<file path="src/rtl/bht_pkg.sv">
// Shared helpers for the branch history table: counter arithmetic, reset value, index width.
package bht_pkg;

    localparam int unsigned CTR_MAX_W = 4;

    typedef logic [CTR_MAX_W-1:0] ctr_t;

    function automatic int unsigned idx_w(input int unsigned entries);
        return $clog2(entries);
    endfunction

    function automatic ctr_t ctr_max(input int unsigned bits);
        return ctr_t'((1 << bits) - 1);
    endfunction

    // Weakly-not-taken: MSB clear, all lower bits set.
    function automatic ctr_t ctr_weak_nt(input int unsigned bits);
        return ctr_t'((1 << (bits - 1)) - 1);
    endfunction

    function automatic ctr_t ctr_sat_inc(input ctr_t v, input int unsigned bits);
        return (v == ctr_max(bits)) ? v : v + ctr_t'(1);
    endfunction

    function automatic ctr_t ctr_sat_dec(input ctr_t v);
        return (v == '0) ? v : v - ctr_t'(1);
    endfunction

endpackage

</file>
<file path="src/rtl/bht_btb.sv">
// Direct-mapped branch target array; indexed by raw PC bits, written by taken branches.
module bht_btb #(
    parameter int unsigned WORD     = 32,
    parameter int unsigned ENTRIES  = 64,
    parameter int unsigned TAG_BITS = 8,
    parameter int unsigned IDX_W    = 6
) (
    input  logic            clk,
    input  logic            rst,
    input  logic [WORD-1:0] i_lookup_pc,
    input  logic            i_upd_valid,
    input  logic [WORD-1:0] i_upd_pc,
    input  logic            i_upd_taken,
    input  logic [WORD-1:0] i_upd_target,
    output logic            o_hit,
    output logic [WORD-1:0] o_target
);

    localparam int unsigned TAG_LO = IDX_W + 2;
    localparam int unsigned TAG_HI = TAG_BITS + IDX_W + 1;

    logic                r_valid  [ENTRIES];
    logic [TAG_BITS-1:0] r_tag    [ENTRIES];
    logic [WORD-1:0]     r_target [ENTRIES];

    logic [IDX_W-1:0]    w_rd_idx;
    logic [IDX_W-1:0]    w_wr_idx;
    logic [TAG_BITS-1:0] w_rd_tag;
    logic                w_wr_en;
    logic                w_unused_pc;

    assign w_rd_idx    = i_lookup_pc[IDX_W+1:2];
    assign w_wr_idx    = i_upd_pc[IDX_W+1:2];
    assign w_rd_tag    = i_lookup_pc[TAG_HI:TAG_LO];
    assign w_wr_en     = i_upd_valid && i_upd_taken;
    assign w_unused_pc = ^{i_lookup_pc, i_upd_pc};

    always_ff @(posedge clk or negedge rst) begin
        if (!rst) begin
            for (int i = 0; i < ENTRIES; i++) begin
                r_valid[i] <= 1'b0;
            end
        end else if (w_wr_en) begin
            r_valid[w_wr_idx] <= 1'b1;
        end
    end

    // Tag and target payload need no reset: they are qualified by r_valid.
    always_ff @(posedge clk) begin
        if (w_wr_en) begin
            r_tag[w_wr_idx]    <= i_upd_pc[TAG_HI:TAG_LO];
            r_target[w_wr_idx] <= i_upd_target;
        end
    end

    always_comb begin
        o_hit    = r_valid[w_rd_idx] && (r_tag[w_rd_idx] == w_rd_tag);
        o_target = o_hit ? r_target[w_rd_idx] : '0;
    end

endmodule

</file>
<file path="src/rtl/bht_predictor.sv">
// Per-PC branch direction predictor with optional gshare history.
// Define BHT_BTB_EN to add a tagged branch target array.
module bht_predictor
    import bht_pkg::*;
#(
    parameter int unsigned WORD      = 32,
    parameter int unsigned ENTRIES   = 64,
    parameter int unsigned CTR_BITS  = 2,
    parameter int unsigned HIST_BITS = 0,
    parameter int unsigned TAG_BITS  = 8,
    localparam int unsigned IDX_W    = idx_w(ENTRIES)
) (
    input  logic             clk,
    input  logic             rst,
    input  logic             lookup_valid,
    input  logic [WORD-1:0]  lookup_pc,
    input  logic             stall,
    input  logic             flush,
    output logic             pred_valid,
    output logic             pred_taken,
    output logic             pred_hit,
    output logic [WORD-1:0]  pred_target,
    output logic [IDX_W-1:0] pred_idx,
    input  logic             upd_valid,
    input  logic [IDX_W-1:0] upd_idx,
    input  logic [WORD-1:0]  upd_pc,
    input  logic             upd_taken,
    input  logic [WORD-1:0]  upd_target
);

    logic [CTR_BITS-1:0] r_ctr [ENTRIES];

    logic [IDX_W-1:0]    w_hist_idx;
    logic [IDX_W-1:0]    w_lookup_idx;
    logic [CTR_BITS-1:0] w_lookup_ctr;
    logic [CTR_BITS-1:0] w_upd_ctr;
    logic [CTR_BITS-1:0] w_ctr_next;
    logic                w_btb_hit;
    logic [WORD-1:0]     w_btb_target;

    logic                r_pred_valid;
    logic                r_pred_taken;
    logic                r_pred_hit;
    logic [WORD-1:0]     r_pred_target;
    logic [IDX_W-1:0]    r_pred_idx;

    generate
        if (HIST_BITS == 0) begin : g_no_hist
            assign w_hist_idx = '0;
        end else begin : g_hist
            logic [HIST_BITS-1:0] r_ghr;

            // Non-speculative: only resolved branches shift the history.
            always_ff @(posedge clk or negedge rst) begin
                if (!rst) begin
                    r_ghr <= '0;
                end else if (upd_valid) begin
                    r_ghr <= HIST_BITS'({r_ghr, upd_taken});
                end
            end

            assign w_hist_idx = IDX_W'(r_ghr);
        end
    endgenerate

    assign w_lookup_idx = lookup_pc[IDX_W+1:2] ^ w_hist_idx;
    assign w_lookup_ctr = r_ctr[w_lookup_idx];
    assign w_upd_ctr    = r_ctr[upd_idx];
    assign w_ctr_next   = upd_taken
                        ? CTR_BITS'(ctr_sat_inc(ctr_t'(w_upd_ctr), CTR_BITS))
                        : CTR_BITS'(ctr_sat_dec(ctr_t'(w_upd_ctr)));

    always_ff @(posedge clk or negedge rst) begin
        if (!rst) begin
            for (int i = 0; i < ENTRIES; i++) begin
                r_ctr[i] <= CTR_BITS'(ctr_weak_nt(CTR_BITS));
            end
        end else if (upd_valid) begin
            r_ctr[upd_idx] <= w_ctr_next;
        end
    end

`ifdef BHT_BTB_EN
    bht_btb #(
        .WORD     (WORD),
        .ENTRIES  (ENTRIES),
        .TAG_BITS (TAG_BITS),
        .IDX_W    (IDX_W)
    ) u_btb (
        .clk          (clk),
        .rst          (rst),
        .i_lookup_pc  (lookup_pc),
        .i_upd_valid  (upd_valid),
        .i_upd_pc     (upd_pc),
        .i_upd_taken  (upd_taken),
        .i_upd_target (upd_target),
        .o_hit        (w_btb_hit),
        .o_target     (w_btb_target)
    );
`else
    logic w_unused_btb;

    assign w_btb_hit    = 1'b0;
    assign w_btb_target = '0;
    assign w_unused_btb = ^{lookup_pc, upd_pc, upd_target};
`endif

    // Flush only kills valid; the payload is don't-care until the next load.
    always_ff @(posedge clk or negedge rst) begin
        if (!rst) begin
            r_pred_valid  <= 1'b0;
            r_pred_taken  <= 1'b0;
            r_pred_hit    <= 1'b0;
            r_pred_target <= '0;
            r_pred_idx    <= '0;
        end else if (flush) begin
            r_pred_valid  <= 1'b0;
        end else if (!stall) begin
            r_pred_valid  <= lookup_valid;
            r_pred_taken  <= w_lookup_ctr[CTR_BITS-1];
            r_pred_hit    <= w_btb_hit;
            r_pred_target <= w_btb_target;
            r_pred_idx    <= w_lookup_idx;
        end
    end

    assign pred_valid  = r_pred_valid;
    assign pred_taken  = r_pred_taken;
    assign pred_hit    = r_pred_hit;
    assign pred_target = r_pred_target;
    assign pred_idx    = r_pred_idx;

endmodule
</file>
<file path="config.mk">
export PLATFORM = sky130hd
export DESIGN_NAME = bht_predictor
export DESIGN_NICKNAME = d
export VERILOG_FILES = /design/src/rtl/bht_pkg.sv /design/src/rtl/bht_btb.sv /design/src/rtl/bht_predictor.sv
export SDC_FILE = /design/constraint.sdc
export NUM_CORES = 1
export LEC_CHECK = 0
export BUFFER_PORTS_ARGS = -buffer_cell sky130_fd_sc_hd__clkbuf_2
export CAP_MARGIN = 10
export CORE_MARGIN = 2
export CORE_UTILIZATION = 60
export CTS_CLUSTER_DIAMETER = 50
export CTS_CLUSTER_SIZE = 16
export DETAILED_ROUTE_END_ITERATION = 12
export PLACE_DENSITY = 0.82
export SYNTH_ARGS = -nofsm -noshare
export SYNTH_HDL_FRONTEND = slang
export SYNTH_SLANG_ARGS = --single-unit
export TNS_END_PERCENT = 20
</file>
<file path="constraint.sdc">
create_clock -name clk -period 7.1 [get_ports clk]
set_input_delay 1.42 -clock clk [delete_from_list [all_inputs] [get_ports clk]]
set_output_delay 1.42 -clock clk [all_outputs]
set_load 0.01 [all_outputs]
</file>
==> key figures <==
Run status
  • Status: finished, final reports clean

Synth
  • Count of cell types in the netlist: 51
  • EDFF count, synth: 0
  • Register area share after synthesis: 47.3%
  • Synth Cell Area: about 0.0074 mm^2
  • Mean post-synth cell area: approximately 10 um^2
  • Yosys warns: 0
  • Register bit total from synthesis: between 100 and 150
  • Main flop type after synthesis: dfrtp_1
  • Post-synth ARST share: 100%
  • Mapped Cells: 717

Detailed routing
  • Top sig layer: met4
  • Post-DR wirelength/cell: 20.5 um
  • Post-route DRC violation count: 0
  • Vias per cell: roughly 6.3
  • Initial DRC count: between 600 and 700
  • DRT Pass-1 Iters: 6
  • Met2 routed WL: about 8700 um
  • Met1 wire length: 6890 um
  • WL met3: about 1900 um
  • DRT antenna net count: 0
  • DR vias: about 5,600
  • Final wirelength: approximately 18,000 um

Timing
  • Clock skew: roughly 0.0084 ns
  • Least-Margin Pin Slew: ~1.2 ns
  • Final setup violation count: 0
  • Final hold violations: 0
  • Final min period: slightly below 5 ns
  • Fmax: roughly 210 MHz
  • Final worst path period share: between 60 and 70%
  • Unrepaired setup endpoints after global routing: no
  • Final Max Tran Viols: 0
  • Worst slew margin: 20.8%
  • Final setup TNS: 0 ns

Global routing
  • Global-route wire length before repair: approximately 29,000 um
  • GRT Residual Overflow: 0
  • Vias in the first global route: 5,500
  • Initial antenna violation count: 0
  • Largest net degree at the start of global routing: 75
  • All-Layer GR Usage: 29.2%

Worst setup path
  • Arr. time, crit path: 5.11 ns
  • CP max stage cell: maj3_4
  • Crit Path Class: input port to flop
  • Critical Path Sink Type: flop
  • Max FO, Critical Path: 64
  • Setup crit start kind: input port
  • Critical path's largest stage delay: about 0.94 ns
  • Critical path's top delay family: buffers and inverters
  • CP Buf/Inv Count: 2
  • CP required: ~7.4 ns
  • CP cell instances: clkbuf_2 > buf_4 > mux4_2 > and3_1 > a31oi_1 > o211ai_1 > nor4_4 > maj3_4 > o21ai_0

Clock tree
  • Clock tree buffer depth: 2
  • Reg clk slew, reported paths: around 0.060 ns
  • CTS resizes: 0
  • Clk_lat worst skew: 0.43 ns
  • Cts bufs inserted: 17
  • Sinks on Clock Net: between 100 and 150
  • Post CTS Setup Buffer Count: 0
  • TritonCTS clock tree: done
  • # H-tree levels: 4
  • CTS hold repair buffers: 0
  • CTS root buf: clkbuf_16

Cells and area
  • N_diodes: 0
  • Syn-to-layout area delta: 8.33%
  • Filler cells: roughly 940
  • Share of cells above drive strength 1: between 20% and 30%
  • Nets@finish: between 800 and 900

Placement
  • I/O Buffers: 26
  • Placed wire-length estimate: ~12,000 um
  • GPL Wtd Cong: between 0.9 and 1

Floorplanning
  • Die X: ~110 um
  • Starting density of the core: 61.3%
  • CORE AREA: approximately 0.012 mm^2
  • Core Rows: 40
  • Die H: ~110 um
  • Die ar.: approximately 0.013 mm^2
  • I/O pin count: 150

Worst hold path
  • Min-delay worst type: flop to flop

Power and ir drop
  • Power Dens Cells: around 280 mW/mm^2
  • P_leak: ~3.3 nW
  • IR drop worst, VDD: 0.000280 V
  • Design Power: around 2.2 mW

Flow run
  • Max Cap Viol: 0
cell usage after synthesis, types with 2 or more instances:
| cell type | n | area (um^2) |
|---|---|---|
| a211o_1 | 2 | 17.5 |
| a211oi_1 | 4 | 30.0 |
| a21oi_1 | 6 | 30.0 |
| a221oi_1 | 4 | 35.0 |
| a22oi_1 | 10 | 75.1 |
| a2bb2oi_1 | 3 | 26.3 |
| a311oi_1 | 2 | 17.5 |
| a31oi_1 | 2 | 12.5 |
| and2_1 | 2 | 12.5 |
| and3_1 | 6 | 37.5 |
| and3b_1 | 3 | 26.3 |
| buf_1 | 3 | 11.3 |
| buf_2 | 7 | 35.0 |
| buf_4 | 45 | 338 |
| buf_6 | 9 | 101 |
| clkbuf_1 | 5 | 18.8 |
| clkinv_1 | 2 | 7.51 |
| dfrtp_1 | 72 | 1800 |
| dfstp_2 | 64 | 1680 |
| inv_1 | 2 | 7.51 |
| maj3_4 | 2 | 27.5 |
| mux2_2 | 13 | 146 |
| mux2i_1 | 21 | 210 |
| mux4_2 | 31 | 698 |
| nand2_1 | 213 | 800 |
| nand2b_1 | 3 | 18.8 |
| nand3_1 | 4 | 20.0 |
| nor2_1 | 15 | 56.3 |
| nor2b_1 | 4 | 25.0 |
| nor3_1 | 3 | 15.0 |
| nor3b_1 | 4 | 30.0 |
| o21ai_0 | 74 | 370 |
| o21ai_1 | 16 | 80.1 |
| o21ai_2 | 40 | 350 |
| o221ai_1 | 2 | 17.5 |
| o2bb2ai_1 | 4 | 35.0 |
worst register-to-register path, stage by stage, from the launching register on:
cell,delay (ns)
dfrtp_1,0.40
and3b_1,0.18
a311oi_1,0.28
a211oi_1,0.10
or4_4,0.47
nor4_4,0.36
maj3_4,0.94
o21ai_0,0.28
kinds of logic (layout without fill, tap and decap cells):
family / Yosys count / after routing / share of synthesized area, %
multiplexers: 65 / 65 / 14.3
AO/OA/AOI/OAI: 177 / 177 / 15.9
adder cells (fa/ha/maj): 2 / 2 / 0.374
AND/OR/NAND/NOR: 263 / 263 / 15.0
buffers and inverters: 73 / 69 / 7.05
flip-flops: 136 / 136 / 47.3
other: 1 / 33 / 0.0509
area by class of cell:
type / instances / area, um^2 / area share (%)
inverter: 4 / 15.0 / 0.188
timing repair buffer: 33 / 185 / 2.32
sequential: 136 / 3480 / 43.7
clock inverter: 9 / 145 / 1.82
multi-input combinational: 540 / 3490 / 43.7
clock buffer: 23 / 478 / 5.99
tap: 147 / 184 / 2.31
routing by layer:
metal  up-vias  global-route usage [%]
li1       2520                       -
met4         0                    14.9
met1      2735                    37.9
met2       323                    45.0
met3        71                    8.75
met5         -                       0
cell usage in the layout, fill, tap and decap left out, types with 3 or more instances in the layout:
cell type / count
nand2_1: 213
o21ai_0: 74
dfrtp_1: 72
dfstp_2: 64
o21ai_2: 40
conb_1: 33
mux4_2: 31
clkbuf_2: 25
mux2i_1: 21
clkbuf_16: 17
o21ai_1: 16
nor2_1: 15
mux2_2: 13
a22oi_1: 10
buf_4: 8
and3_1: 6
a21oi_1: 6
clkinv_2: 5
nor2b_1: 4
nand3_1: 4
a211oi_1: 4
a221oi_1: 4
o2bb2ai_1: 4
bufinv_16: 4
and3b_1: 3
nor3_1: 3
nand2b_1: 3
nor3b_1: 3
a2bb2oi_1: 3
clkbuf_8: 3
clkbuf_1: 3
power by group:
part	internal [mW]	total (mW)	switching [mW]
sequential	0.906	0.965	0.0589
clock	0.612	0.929	0.317
combinational	0.118	0.312	0.194
path summary, 6_finish.rpt:
| path | startpoint | end | slack [ns] | depth (start not counted) |
|---|---|---|---|---|
| max | upd_idx[0] | r_ctr[104] | 2.29 | 9 |
| min | r_ctr[98] | r_ctr[98] | 0.46 | 2 |
| max reg2reg | r_ctr[7] | r_ctr[104] | 3.96 | 7 |
| min reg2reg | r_ctr[98] | r_ctr[98] | 0.46 | 2 |
| max in group asynchronous | rst | r_ctr[41] | 4.64 | 2 |
| min in group asynchronous | rst | r_ctr[55] | 1.08 | 1 |
per-stage QoR:
step	hold slack [ns]	area (um^2)	setup slack, ns	utilization [%]	instances
floorplan	0.442	7480	3.42	-	749
global placement	0.451	7350	2.03	61.2	860
detailed placement	0.455	7350	1.92	61.2	860
CTS	0.464	7970	2.33	66.4	892
global route	0.485	7980	2.09	66.4	892
finish	0.459	7980	2.29	66.4	892
flip-flops by register name, summed over array words and instances, names as in the netlist:
| signal | count |
|---|---|
| pred_taken | 1 |
| pred_idx | 6 |
| r_ctr | 128 |
| pred_valid | 1 |
Power figures use the tool's default switching activity.
